[src/rtl/alu_pkg.sv]
// Shared types for the iterative ALU: op encodings, FSM states and op classification.
package alu_pkg;

    typedef enum logic [3:0] {
        OP_ADD   = 4'b0000,
        OP_SUB   = 4'b0001,
        OP_XOR   = 4'b0010,
        OP_OR    = 4'b0011,
        OP_AND   = 4'b0100,
        OP_SLT   = 4'b0101,
        OP_SLTU  = 4'b0110,
        OP_SLL   = 4'b0111,
        OP_SRL   = 4'b1000,
        OP_SRA   = 4'b1001,
        OP_PASSA = 4'b1111
    } aluop_e;

    typedef enum logic [1:0] {
        IDLE  = 2'd0,
        SHIFT = 2'd1,
        DONE  = 2'd2
    } state_e;

    function automatic logic is_shift(input logic [3:0] op);
        return (op == OP_SLL) || (op == OP_SRL) || (op == OP_SRA);
    endfunction

endpackage

[src/rtl/alu_shift_step.sv]
// One shifter iteration: moves acc by amt bits (amt never exceeds the per-cycle step).
module alu_shift_step #(
    parameter int XLEN = 32,
    parameter int AW   = 6
) (
    input  logic [XLEN-1:0] acc,
    input  logic [AW-1:0]   amt,
    input  logic            dir,
    input  logic            arith,
    output logic [XLEN-1:0] acc_next
);

    // dir=1 shifts right; arith selects sign fill for right shifts.
    always_comb begin
        if (!dir) begin
            acc_next = acc << amt;
        end else if (arith) begin
            acc_next = $signed(acc) >>> amt;
        end else begin
            acc_next = acc >> amt;
        end
    end

endmodule

[src/rtl/alu_iter.sv]
// Handshaked RV32-style ALU: single-cycle ops register in one edge, shifts iterate
// SHIFT_STEP bits per cycle.
module alu_iter
    import alu_pkg::*;
#(
    parameter int XLEN       = 32,
    parameter int SHIFT_STEP = 1
) (
    input  logic            clk,
    input  logic            rst_n,
    input  logic            in_valid,
    output logic            in_ready,
    input  logic [3:0]      op,
    input  logic [XLEN-1:0] op_a,
    input  logic [XLEN-1:0] op_b,
    output logic            out_valid,
    input  logic            out_ready,
    output logic [XLEN-1:0] result,
    output logic            zero,
    output logic            illegal,
    output state_e          dbg_state
);

    localparam int SW = $clog2(XLEN);
    localparam int CW = SW + 1;
    localparam logic [CW-1:0] STEP = CW'(SHIFT_STEP);

    state_e          state_q, state_d;
    logic [XLEN-1:0] acc_q, acc_d;
    logic [CW-1:0]   cnt_q, cnt_d;
    logic            right_q, right_d;
    logic            arith_q, arith_d;
    logic [XLEN-1:0] result_q, result_d;
    logic            zero_q, zero_d;
    logic            illegal_q, illegal_d;
    logic            ready_en_q;

    logic            accept;
    logic [CW-1:0]   shamt;
    logic [CW-1:0]   step_amt;
    logic [CW-1:0]   cnt_rem;
    logic [XLEN-1:0] shifted;
    logic [XLEN:0]   calc;

    // Returns {illegal, value}. Shift ops reach here only with shamt==0, so they pass op_a.
    function automatic logic [XLEN:0] compute(input logic [3:0] f_op,
                                              input logic [XLEN-1:0] a,
                                              input logic [XLEN-1:0] b);
        logic [XLEN:0] r;
        r = '0;
        case (aluop_e'(f_op))
            OP_ADD:   r[XLEN-1:0] = a + b;
            OP_SUB:   r[XLEN-1:0] = a - b;
            OP_XOR:   r[XLEN-1:0] = a ^ b;
            OP_OR:    r[XLEN-1:0] = a | b;
            OP_AND:   r[XLEN-1:0] = a & b;
            OP_SLT:   r[0] = $signed(a) < $signed(b);
            OP_SLTU:  r[0] = a < b;
            OP_SLL, OP_SRL, OP_SRA, OP_PASSA: r[XLEN-1:0] = a;
            default:  r[XLEN] = 1'b1;
        endcase
        return r;
    endfunction

    // Handshake: a transfer happens on a rising edge where valid && ready; valid is held
    // until ready, and in DONE in_ready follows out_ready so a new op overlaps the drain.
    assign in_ready  = ready_en_q && ((state_q == IDLE) || ((state_q == DONE) && out_ready));
    assign accept    = in_valid && in_ready;
    assign out_valid = (state_q == DONE);
    assign result    = result_q;
    assign zero      = zero_q;
    assign illegal   = illegal_q;
    assign dbg_state = state_q;

    assign shamt    = {1'b0, op_b[SW-1:0]};
    assign step_amt = (cnt_q < STEP) ? cnt_q : STEP;
    assign cnt_rem  = cnt_q - step_amt;
    assign calc     = compute(op, op_a, op_b);

    alu_shift_step #(.XLEN(XLEN), .AW(CW)) u_shift (
        .acc      (acc_q),
        .amt      (step_amt),
        .dir      (right_q),
        .arith    (arith_q),
        .acc_next (shifted)
    );

    always_comb begin
        state_d   = state_q;
        acc_d     = acc_q;
        cnt_d     = cnt_q;
        right_d   = right_q;
        arith_d   = arith_q;
        result_d  = result_q;
        zero_d    = zero_q;
        illegal_d = illegal_q;

        case (state_q)
            SHIFT: begin
                acc_d = shifted;
                cnt_d = cnt_rem;
                if (cnt_rem == '0) begin
                    result_d  = shifted;
                    zero_d    = (shifted == '0);
                    illegal_d = 1'b0;
                    state_d   = DONE;
                end
            end
            DONE: begin
                if (out_ready && !accept) state_d = IDLE;
            end
            default: ;
        endcase

        if (accept) begin
            if (is_shift(op) && (shamt != '0)) begin
                acc_d   = op_a;
                cnt_d   = shamt;
                right_d = (op != OP_SLL);
                arith_d = (op == OP_SRA);
                state_d = SHIFT;
            end else begin
                result_d  = calc[XLEN-1:0];
                illegal_d = calc[XLEN];
                zero_d    = (calc[XLEN-1:0] == '0);
                state_d   = DONE;
            end
        end
    end

    always_ff @(posedge clk or negedge rst_n) begin
        if (!rst_n) begin
            state_q    <= IDLE;
            acc_q      <= '0;
            cnt_q      <= '0;
            right_q    <= 1'b0;
            arith_q    <= 1'b0;
            result_q   <= '0;
            zero_q     <= 1'b0;
            illegal_q  <= 1'b0;
            ready_en_q <= 1'b0;
        end else begin
            state_q    <= state_d;
            acc_q      <= acc_d;
            cnt_q      <= cnt_d;
            right_q    <= right_d;
            arith_q    <= arith_d;
            result_q   <= result_d;
            zero_q     <= zero_d;
            illegal_q  <= illegal_d;
            ready_en_q <= 1'b1;
        end
    end

endmodule

[config.mk]
export PLATFORM = sky130hd
export DESIGN_NAME = alu_iter
export DESIGN_NICKNAME = d
export VERILOG_FILES = /design/src/rtl/alu_pkg.sv /design/src/rtl/alu_shift_step.sv /design/src/rtl/alu_iter.sv
export SDC_FILE = /design/constraint.sdc
export NUM_CORES = 1
export LEC_CHECK = 0
export ABC_AREA = 0
export CORE_ASPECT_RATIO = 1.5
export CORE_MARGIN = 5
export CORE_UTILIZATION = 30
export CTS_BUF_LIST = sky130_fd_sc_hd__clkbuf_16
export CTS_CLUSTER_DIAMETER = 200
export CTS_CLUSTER_SIZE = 40
export DETAILED_ROUTE_END_ITERATION = 10
export DONT_BUFFER_PORTS = 1
export PLACE_DENSITY_LB_ADDON = 0.08
export SYNTH_ARGS = -nofsm -noshare
export SYNTH_HDL_FRONTEND = slang
export SYNTH_SLANG_ARGS = --single-unit
export TNS_END_PERCENT = 20
[constraint.sdc]
create_clock -name clk -period 4 [get_ports clk]
set_clock_uncertainty 0.05 [all_clocks]
set_input_delay 0.4 -clock clk [delete_from_list [all_inputs] [get_ports clk]]
set_output_delay 0.4 -clock clk [all_outputs]
set_load 0.01 [all_outputs]
==> reports/results.txt, run 1 <==
Across the whole layout, storage elements account for 1928 um2. The worst-case setup margin in the final layout is 0.1645 ns, and the area taken by multi-input logic gates is 7697 um2. Count of routing violations after the opening detailed-route iteration: 686.

The signal on the critical path passes through inv_1 -> ha_1 -> buf_4 -> buf_4 -> nor2b_1 -> o311ai_0 -> a31o_2 -> nand3_1 -> a2111oi_1 -> nor2_1 -> or4_1 -> nor4_2 -> nand4_1 -> nor4_2 -> a41o_1. The worst setup path is launched from an input pin. Number of buffer cells added on primary ports: 0. Based on the critical path, the design can be clocked at up to 260.7 MHz.

The synthesized netlist contains 94 unique library cells. The die footprint is 38730 um2. TritonCTS built the clock tree.

The root buffer cell chosen for the clock tree is sky130_fd_sc_hd__clkbuf_16. Highest fanout seen on the critical path: 9. The flow ran to the end, and the final reports show no timing, DRC or antenna violations. The height of the die works out to 238.5 um. The logs give 0.2361 for the combined global-route utilization of all metal layers and 1429 for the synthesized netlist cell count. Setup violations remaining at the end of the flow were counted as 0. At the later pin of the worst-skew pair, clock insertion delay measures 0.35 ns. By startpoint and endpoint, the worst setup path is classified as input pin to register. The worst path in the final design needs a cycle of 3.836 ns, including I/O delays and setup. The initial core utilization was 0.3039; the number of max-slew violations in the final report was 0. The average instance area after synthesis is 7.310 um2, and the cell depth of the worst min-delay path is 2. Fraction of the yosys area taken by sequential cells: 0.1845.

The worst max-slew margin expressed relative to the limit is 0.4155, and the clock transition at the registers of the reported paths is 0.06 ns. The floorplan step defined a core boundary enclosing 34370 um2. Across the VDD grid, the largest voltage drop is 0.2389 mV. The run gives 0 as the antenna diode count. Entering global routing, the biggest net connects 78 pins. The run gives 0 as the synthesis warning total. The run gives 0 ns as the summed negative setup slack over all endpoints. The largest stage delay on the critical path was 0.61 ns. Via density per instance: 5.736. The element type at the critical path end is a register.

Once detail routing completed, the nets flagged for antenna violations numbered 0. Final hold violation count: 0. The logs give 0.9406 for the routability congestion estimate from global placement and 110 for the I/O pin count. Measured in cells, the most critical reg-to-reg path has a length of 15. The first global-routing pass estimated 70550 um of wire. The analysis attributes to cell leakage a power of 0.005344 uW. In the synthesized netlist the dominant register cell turns out to be sky130_fd_sc_hd__dfrtp_1. The number of enable flip-flop cells after synthesis works out to 0.

The clock passes through at most 2 buffers. After detailed routing, the total wire length is 47160 um. The proportion of register bits with asynchronous set or reset after synthesis is 1.000, and the proportion of layout cells with a drive suffix above 1 is 0.1451. Number of global-route vias before repair: 11120. For the total number of H-tree levels, the log shows 3. The DRC violations left is 0.

At the end of the flow, the number of nets in the layout was 1663. The tools report the layout filler cell count as 3748. From synthesis to final layout, the design area changed by 14.88%. Data on the critical path is required at its endpoint by 4.24 ns. The number of buffers inserted during clock tree synthesis is 9, and the combined area of all synthesized cells is 10450 um2. The tool flagged a number of max-cap violations equal to 0. The average wire length per cell after detail routing was 24.11 um; the initial antenna violation count was 0.

The post-synthesis sequential element count was 77; the final critical-path share of the clock period was 0.9589. In this run the power density over the cells is 449.4 nW/um2. The initialized floorplan defines 83 standard-cell rows. The slowest stage of the critical path belongs to the cell sky130_fd_sc_hd__or4_1. Detailed routing inserted a total of 11220 vias. The data arrival time of the critical path was 4.08 ns.

Counting every sink on the clock net gives 77. The pre-antenna-repair detailed-routing pass consisted of 7 iterations. After global routing the overflow that remains totals 0. Detailed placement ended at an HPWL of 37600 um.

The pin slew with the least headroom to its limit is 0.8658 ns, and the worst setup slack after placement is -0.1204 ns. In this run the horizontal extent of the chip is 162.4 um. In this run the worst hold path is classified as input pin to register. The number of nets in the synthesized netlist is 1608.
-- layout make-up --
type | instances | area share
timing repair buffer | 142 | 0.09280
sequential | 77 | 0.1607
tap | 467 | 0.04869
inverter | 103 | 0.03222
clock inverter | 7 | 0.005422
clock buffer | 9 | 0.01877
multi-input combinational | 1151 | 0.6414
-- kinds of logic after synthesis --
logic type,Yosys count,synth area share
other,1,0.0003590
and+or+nand+nor,452,0.2102
DFF,77,0.1845
AOI/OAI and AO/OA,547,0.3477
muxes,38,0.03785
xor gates and xnor gates,6,0.005031
buffers and inverters,201,0.08480
adders and majority gates,107,0.1296
-- power breakdown --
| group | internal, uW | total (uW) | switching (uW) | leakage [uW] |
|---|---|---|---|---|
| Clock | 480 | 831 | 351 | 0.000143 |
| Sequential | 1130 | 1660 | 527 | 0.000953 |
| Combinational | 1230 | 2900 | 1680 | 0.00425 |
| Total | 2840 | 5390 | 2560 | 0.00534 |
-- metal layers --
metal	track usage	part of all wire	vias up
li1	-	-	5368
met1	0.2895	0.41	5441
met2	0.4300	0.51	355
met3	0.02743	0.052	55
met4	0.07233	0.027	0
met5	0	0	-
-- Yosys cell counts, drive strengths merged, types with 19 or more instances --
cell	number	area (um2)
o21ai	114	574.3
a211oi	74	560.5
nor2	149	559.3
dfrtp	77	1927
ha	105	1314
clkbuf	79	377.9
nor3	30	150.1
mux2i	35	350.3
inv	103	386.6
a21oi	157	793.3
buf	19	121.4
nand2	125	469.2
-- path summary, 6_finish.rpt --
path	startpoint	endpoint	slack, ns
min	op_a[31]	acc_q[31]	0.13
max reg2reg	cnt_q[0]	zero	0.35
min reg2reg	arith_q	arith_q	0.47
max	op_a[10]	zero	0.16
max in group asynchronous	rst_n	acc_q[28]	2.97
min in group asynchronous	rst_n	cnt_q[1]	0.55
-- flip-flops by register name, indices dropped and copies added (netlist names) --
signal	count
acc_q	32
arith_q	1
cnt_q	6
dbg_state	2
illegal	1
ready_en_q	1
result	32
right_q	1
zero	1
-- through the flow --
step | instance area (um2) | std cells | utilization | power (uW) | hold WS [ns]
2_1_floorplan | 10450 | 1429 | - | 3479 | 0.05441
3_3_place_gp | 11660 | 1938 | 0.3393 | 4543 | 0.05794
3_5_place_dp | 11660 | 1938 | 0.3393 | 4532 | 0.05844
4_1_cts | 11990 | 1956 | 0.3488 | 5422 | 0.1294
5_1_grt | 12000 | 1956 | 0.3491 | 5795 | 0.1381
6_report | 12000 | 1956 | 0.3491 | 5393 | 0.1346
-- layout by cell type (no fill, tap or decap), types with 15 or more instances in the layout --
cell,n
sky130_fd_sc_hd__a21oi_1,154
sky130_fd_sc_hd__nor2_1,148
sky130_fd_sc_hd__buf_4,138
sky130_fd_sc_hd__nand2_1,125
sky130_fd_sc_hd__o21ai_0,111
sky130_fd_sc_hd__ha_1,105
sky130_fd_sc_hd__inv_1,103
sky130_fd_sc_hd__dfrtp_1,76
sky130_fd_sc_hd__a211oi_1,73
sky130_fd_sc_hd__mux2i_1,35
sky130_fd_sc_hd__nor3_1,29
sky130_fd_sc_hd__a22oi_1,18
sky130_fd_sc_hd__nand3_1,17
sky130_fd_sc_hd__nor2b_1,16
sky130_fd_sc_hd__nand4_1,15
-- repair_timing --
action,4_1_cts,5_1_grt
setup buffers,0,0
hold endpoints to repair,77,0
endpoints found under the setup margin,0,1
resized for setup,0,3
hold buffers,2,0
-- worst max-delay path: cells and delay by family --
| kind | cells | cell delay, ns |
|---|---|---|
| simple gates | 7 | 1.75 |
| buf+inv | 3 | 0.32 |
| fa+ha+maj | 1 | 0.35 |
| compound gates | 4 | 1.25 |
Power figures use the tool's default switching activity.
==> inputs of run 2 (changes only) <==
CORE_ASPECT_RATIO = 0.8   (was 1.5)
==> run 2 against run 1 <==
Against the previous run: non-clock buffer count decreased by 20; core utilization decreased by 0.70 points; first-iteration DRC count increased by 65%; routed wire length decreased by 2.3%; sequential power about the same; worst setup slack improved by 0.092 ns; register-to-register slack got worse by 0.09 ns; die area decreased by 0.14%; fmax increased by 2.5%; via count about the same; critical endpoint unchanged; highest routed layer unchanged.
==> reports/results.txt, run 2 (same netlist as run 1, synthesis figures left out) <==
The data arrival time of the critical path was 3.97 ns (-0.11 ns). The maximum count of clock buffers along a single path was 2 (unchanged); the HPWL reported at the end of detailed placement was 36390 um (-3.2%). For the area taken by multi-input logic gates, the log shows 7691 um2 (about the same). The logs give 1940 (-0.82%) for the number of standard cells in the layout, taps in and fillers out and 34570 um2 (+0.58%) for the area of the core. Worst max-slew margin expressed relative to the limit: 0.2805 (-0.1350). The clock transition at the registers of the reported paths was 0.07 ns (about the same); the DRC violations left was 0 (unchanged). The highest clock rate was 267.2 MHz (+2.5%); the maximum number of pins on one net before global-route repair was 78 (unchanged). The tools report the combinational group share of total power as 0.546 (+0.007). The tools report the count of routing violations after the opening detailed-route iteration as 1135 (+65%).

The global-route wire length before repair was 69290 um (-1.8%); the proportion of layout cells with a drive suffix above 1 was 0.1315 (-0.01359). The via density per instance works out to 5.779 (+0.76%). The signal on the critical path passes through or3_1 -> or4_2 -> nand2b_1 -> ha_1 -> or3_1 -> nand4_1 -> a21oi_2 -> nand2b_2 -> inv_1 -> nand2_1 -> or4_1 -> nor3_2 -> a21oi_1 -> nor2_1 -> a41o_1.

The antenna diode count came out at 0 (unchanged). The post-CTS setup buffer count is 0 (unchanged). For the register area, the log shows 1927 um2 (about the same).

Among all stages on the critical path, the largest delay is contributed by sky130_fd_sc_hd__or4_2. Total power per unit cell area: 444.8 nW/um2 (-1.0%). The antenna violation net count after detailed routing is 0 (unchanged).

The average wire length per cell after detail routing was 23.76 um (-1.5%). The total wire length after detailed routing is 46090 um (-2.3%). Required time of the critical path: 4.22 ns (-0.02 ns). The tools report the startpoint type of the worst setup path as a register. The run gives 0.34 ns (about the same) as the clock network latency to the later pin of the worst-skew pair.

The number of clock sinks came out at 77 (unchanged). For the number of max-slew violations in the final report, the log shows 0 (unchanged). The width of the die is 218.6 um (+35%), and the standby leakage power is 0.005239 uW (-2.0%). The tightest min-delay check is of the input pin to register type. The tools report the I/O pin count as 110 (unchanged). Height of the die: 176.9 um (-26%). The shortest period the worst path allows works out to 3.743 ns (-0.09239 ns). The run gives 0.141 (-0.013) as the portion of total power attributed to the clock network. The internal power consumption is 2724 uW (-3.9%).

Compared with the post-synthesis result, the final layout area differs by 13.22%. The overall via count from detail_route was 11210 (-0.062%); the routability congestion estimate from global placement was 0.9318 (-0.94%). For the site row count, the log shows 61 (-27%). The cell chosen for the clock root is sky130_fd_sc_hd__clkbuf_16.

The most frequent standard cell in the layout excluding fill and tap cells was sky130_fd_sc_hd__a21oi_1. The final critical-path share of the clock period is 0.9358 (-0.02310), and the layout filler cell count is 3767 (+0.51%). The switching share of power came out at 0.4822 (+0.007970). The combined global-route utilization of all metal layers is 0.2330 (-0.003157), and the number of buffers inserted during clock tree synthesis is 9 (unchanged). The final hold violation count was 0 (unchanged).

The initial antenna violation count came out at 0 (unchanged). The highest fanout seen on the critical path came out at 4 (-5). The logs give -0.01220 ns (+0.1082 ns) for the worst setup slack after placement and 11520 um2 (-1.2%) for the total cell area at the placement stage. The cell area after layout is 11830 um2 (-1.4%). Die footprint: 38680 um2 (-0.14%).

The number of buffer cells added on primary ports was 0 (unchanged); the number of nets in the final layout was 1643 (-1.2%). The peak supply drop came out at 0.2784 mV (+17%). The run finished with clean final reports. Total number of H-tree levels: 3 (unchanged). The setup path with the least slack is of type register to register. The run gives 5 (-2) as the count of TritonRoute iterations in the first routing pass.

Setup repair after global routing left no endpoint under its margin. The number of buffer and inverter instances along the worst setup path came out at 1 (-2). Leaving out fill and tap cells, the most frequent cells in the layout are 154 x sky130_fd_sc_hd__a21oi_1, 148 x sky130_fd_sc_hd__nor2_1, 125 x sky130_fd_sc_hd__nand2_1, 117 x sky130_fd_sc_hd__buf_4, 111 x sky130_fd_sc_hd__o21ai_0. The number of failing setup endpoints in the final timing report is 0 (unchanged), and the fraction of power consumed by sequential logic is 0.313 (+0.006). The pin slew with the least headroom to its limit was 1.062 ns (+0.1967 ns); the total net switching power was 2537 uW (-0.81%). The tools report the worst-case setup margin in the final layout as 0.2569 ns (+0.09239 ns).

The number of maximum-capacitance constraint violations is 0 (unchanged), and the largest stage delay on the critical path is 0.63 ns (+0.02 ns). For the placed instance count, the log shows 1923 (-0.77%). The initial core utilization was 0.3021 (-0.001760). Cell with the most instances on the worst path: sky130_fd_sc_hd__or3_1.

For the number of global-route vias before repair, the log shows 10710 (-3.7%). TritonCTS built the clock tree. The tools report the element type at the critical path end as a register.

For the total congestion overflow, the log shows 0 (unchanged). Broken down by cell family, the worst path's largest delay share belongs to simple AND/OR/NAND/NOR gates.
-- run 2: metrics by stage --
stage               setup TNS [ns]  utilization  power [uW]  hold slack (ns)
floorplan                        0            -        3479          0.05441
global placement                 0       0.3333        4495          0.05877
detailed placement        -0.01220       0.3333        4474          0.05891
CTS                              0       0.3418        5259           0.1426
global route                     0       0.3421        5718           0.1521
finish                           0       0.3421        5261           0.1522
-- run 2: area by class of cell --
| cell class | instances | area share |
|---|---|---|
| Clock buffer | 9 | 0.01904 |
| Clock inverter | 6 | 0.002645 |
| Inverter | 103 | 0.03269 |
| Multi-Input combinational cell | 1151 | 0.6503 |
| Sequential cell | 77 | 0.1629 |
| Tap cell | 472 | 0.04993 |
| Timing Repair Buffer | 122 | 0.08251 |
-- run 2: power by group through the flow --
| stage | Combinational (uW) | Clock, uW | Sequential [uW] |
|---|---|---|---|
| 6_report | 2870 | 742 | 1640 |
| 5_1_grt | 3220 | 793 | 1710 |
| 4_1_cts | 2850 | 752 | 1650 |
| 3_5_place_dp | 2810 | 0 | 1670 |
| 3_3_place_gp | 2830 | 0 | 1670 |
| 2_1_floorplan | 2020 | 0 | 1460 |
-- run 2: worst paths after layout --
| path | from | end | slack, ns | cells after the start |
|---|---|---|---|---|
| max reg2reg | cnt_q[2] | zero | 0.26 | 15 |
| min | op_b[1] | cnt_q[1] | 0.15 | 2 |
| min in group asynchronous | rst_n | dbg_state[1] | 0.54 | 2 |
| max in group asynchronous | rst_n | acc_q[9] | 2.96 | 2 |
| min reg2reg | arith_q | arith_q | 0.47 | 2 |
| max | cnt_q[2] | zero | 0.26 | 15 |
-- run 2: layer usage --
| layer | GRT usage | up-vias | part of all wire |
|---|---|---|---|
| met2 | 0.3311 | 428 | 0.41 |
| met5 | 0 | - | 0 |
| met4 | 0.04290 | 0 | 0.015 |
| met3 | 0.06533 | 41 | 0.088 |
| li1 | - | 5323 | - |
| met1 | 0.3519 | 5420 | 0.49 |
-- run 2: repair_timing --
action                     in CTS  in global routing
gates resized for setup         0                  2
hold buffers                    2                  0
hold endpoints to repair       77                  0
setup endpoints to repair       0                  1
-- run 2: worst reg2reg max path, delay by kind of cell, from the launching register on --
kind | cells | cell delay, ns
buffers and inverters | 1 | 0.10
adders and majority gates | 1 | 0.21
AOI/OAI and AO/OA | 3 | 0.35
and+or+nand+nor | 10 | 2.54
DFF | 1 | 0.42
==> edit 1, RTL diff (flow settings as in run 1) <==
`XLEN` is set to 32 in 2 places; all go to 16.
--- a/src/rtl/alu_shift_step.sv
+++ b/src/rtl/alu_shift_step.sv
@@ -2,3 +2,3 @@
 module alu_shift_step #(
-    parameter int XLEN = 32,
+    parameter int XLEN = 16,
     parameter int AW   = 6
--- a/src/rtl/alu_iter.sv
+++ b/src/rtl/alu_iter.sv
@@ -5,3 +5,3 @@
 #(
-    parameter int XLEN       = 32,
+    parameter int XLEN       = 16,
     parameter int SHIFT_STEP = 1
Ports: changed (resized op_a, op_b and result); port bits go from 110 to 62. No check against the original RTL was run, so the function may have changed too.
==> edit 1 against run 1 <==
Hold slack better by 0.013 ns. Synthesized area down 47%. Wire length decreased by 56%. Power is 46% lower. Setup slack gained 0.42 ns. Combinational power is 51% lower. Fmax grew 12%. Sequential cell count decreased by 33. Count of clock-buffer cells in the layout decreased by 4. Core utilization down 1.8 points. Design area is 51% lower. Sequential power is 45% lower. Non-clock buffer count fell by 122.
==> edit 1: results <==
setup_path:
  crit_arrival_ns: 3.55
  rr_worst_depth: 10
  slowest_delay_ns: 0.69
  crit_path_max_fanout: 34
global_routing:
  grt_start_max_net_pins: 45
  grtUsageMet1: 0.231
  grt_pass1_vias: 5317
  met3_usage: 0.0174
synthesis:
  synth.distinct_cells: 82
  synth_fp_nets: 814
  synth.top_cells.by_area: "dfrtp_1, ha_1, a21oi_1"
  synth_common_cells: "nor2_1, nand2_1, ha_1"
drt:
  wl_met1_um: 8440
  wl_met2_um: 10800
  wl_per_cell_um: 22.7
  first_pass_iters: 5
  via_per_inst: 5.90
  dr.first_iter.drc_count: 397
placement:
  dpl_worst_slack_ns: 0.452
  dp_hpwl_um: 16300
  dpl.cell_count: 900
  dpl_cell_area_mm2: 0.00568
cts:
  cts_made_buffers: 5
  clk_latency_ns: 0.30
  htree_levels: 2
power_and_ir_drop:
  peakVddDrop_mv: 0.186
  switchingPower_mw: 1.29
sta:
  tightest_slew_ns: 0.809
  fin_hold_ws_ns: 0.147
finish:
  drive_above_1_share: 0.0794
  final_nets: 789
hold_path:
  hold-path-endpoint: "arith_q"
  worstHoldPathCells: 1
run_status:
  status: "complete, no violations"
edit 1: changes by cell type after synthesis, moves of 34 or more:
cell	change
clkbuf_1	-34
o21ai_0	-66
ha_1	-50
a211oi_1	-47
a21oi_1	-101
inv_1	-50
nand2_1	-68
nor2_1	-79
edit 1: area by class of cell:
class	instances	area share
multi-input cells	568	0.670
flip-flops and latches	44	0.185
well taps	217	0.0457
inverters	53	0.0335
repair buffers	20	0.0291
clock buffers	5	0.0211
clock inverters	3	0.0152
edit 1: kinds of logic (layout without fill, tap and decap cells):
family,count (synthesis),in the layout,share of synthesized area
adder cells (fa/ha/maj),57,57,0.133
flip-flops,44,44,0.201
multiplexers,30,30,0.0577
AO/OA/AOI/OAI,247,247,0.314
buffers and inverters,105,81,0.0773
AND/OR/NAND/NOR,229,229,0.211
other,1,1,0.000683
XOR/XNOR,4,4,0.00639
edit 1: how the worst max path moves through the flow:
stage	from	to	slack, ns	cells past startpoint
after floorplan	op_a[0]	zero	1.15	10
after global routing	cnt_q[3]	zero	0.18	10
after global placement	op_a[6]	zero	0.50	10
after detailed placement	op_a[6]	zero	0.45	10
after CTS	cnt_q[3]	zero	0.60	10
final	cnt_q[3]	zero	0.58	10
edit 1: power by group through the flow:
stage / clock (mW) / combinational [mW] / sequential [mW]
6_report: 0.611 / 1.41 / 0.920
5_1_grt: 0.633 / 1.56 / 0.953
4_1_cts: 0.618 / 1.41 / 0.926
3_5_place_dp: 0 / 1.38 / 0.934
3_3_place_gp: 0 / 1.40 / 0.929
2_1_floorplan: 0 / 1.09 / 0.828
edit 1: timing repair:
action / CTS / global route
hold endpoints to repair: 44 / 0
endpoints found under the setup margin: 0 / 0
hold buffers: 2 / 0
==> edit 2, RTL diff (config.mk and constraints of run 1) <==
Without the edit above. Put one more register stage on the output `dbg_state`, without a reset. The value now appears one clock later. The other outputs are not delayed to match.
--- a/src/rtl/alu_iter.sv
+++ b/src/rtl/alu_iter.sv
@@ -72,3 +72,5 @@
     assign illegal   = illegal_q;
-    assign dbg_state = state_q;
+    always_ff @(posedge clk) begin
+        dbg_state <= state_q;
+    end
 
Check against the original RTL: not equivalent (a bounded check fails within 4 cycles, from zero or initial values and one cycle with rst_n low).
==> edit 2 against run 1 <==
Setup slack better by 0.19 ns. Sequential cell count up 2. Synthesized area is 0.83% higher. Power fell by 0.70%. Wire length shrank 0.43%. Design area up 0.31%. Count of clock-buffer cells in the layout did not move. Clock power down 4.3%.
==> edit 2: results <==
synthesis:
  synthAdderAreaFrac: 0.129
  synthXorXnorAreaFrac: 0.00582
  synth_compound_area_frac: 0.370
  async_reset_ff_frac: 0.975
  synth.top_cells.by_area: "dfrtp_1, ha_1, a21oi_1"
  yosysSeqAreaShare: 0.187
  synth.distinct_cells: 102
  synth_common_cells: "nand2_1, nor2_1, a21oi_1"
  synth_mux_area_frac: 0.0343
drt:
  dr.first_iter.drc_count: 835
  routed_wirelength_um: 47000
  vias: 11265
  first_pass_iters: 5
setup_path:
  slowest_delay_ns: 0.43
  rr_worst_depth: 9
  r2r_start: "cnt_q[0]"
  cpMaxStageDelayCell: "a21oi_1"
  startpoint: "op_a[3]"
  crit_path_max_fanout: 7
  crit_arrival_ns: 3.88
  cp_top_family: "compound AO/OA/AOI/OAI gates"
finish:
  drive_above_1_share: 0.128
  final_nets: 1650
  fill_cells: 3830
  area_growth_pct: 14.3
global_routing:
  antenna_found_initial: 1
  grt_pass1_wl_um: 70700
cts:
  cts_buffer_depth: 2
sta:
  relSlewSlack: 0.494
hold_path:
  min_from: "op_b[1]"
  hold-path-endpoint: "cnt_q[1]"
run_status:
  status: "complete, no violations"
placement:
  dpl_worst_slack_ns: 0.0143
  gp_congestion: 0.960
  dpl.cell_count: 1931
  dpl_cell_area_mm2: 0.0117
  dp_hpwl_um: 37400
power_and_ir_drop:
  peakVddDrop_mv: 0.307
  leakage_nw: 5.50
  combinationalPowerShare: 0.537
  pwr-share-clk: 0.149
  pg_clk_uw: 795
  intPower_mw: 2.77
edit 2: cell count changes after synthesis, sizes merged, moves of 9 or more:
cell and change:
a211oi -18, o21ai +9, o211ai +13, o311ai -9, a21o +13, nor2 -11
a221o +20, clkbuf -11, nand2 +11, buf +11, a21oi -28
edit 2: per-layer routing:
metal	part of all wire	up-vias	GRT usage
met5	0	-	0
met4	0.036	0	0.0872
met3	0.056	73	0.0384
met1	0.42	5461	0.300
li1	-	5368	-
met2	0.49	363	0.407
edit 2: final cells by class:
cell class	instances	share of cell area
timing repair buffer	129	0.0844
inverter	108	0.0337
clock buffer	9	0.0187
clock inverter	7	0.00405
antenna	1	0.000208
multi-input combinational	1144	0.646
tap	473	0.0492
sequential	79	0.163
edit 2: timing repair:
item	CTS	global route
resized for setup	0	0
endpoints found under the setup margin	0	0
endpoints found under the hold margin	77	0
hold buffers	2	0
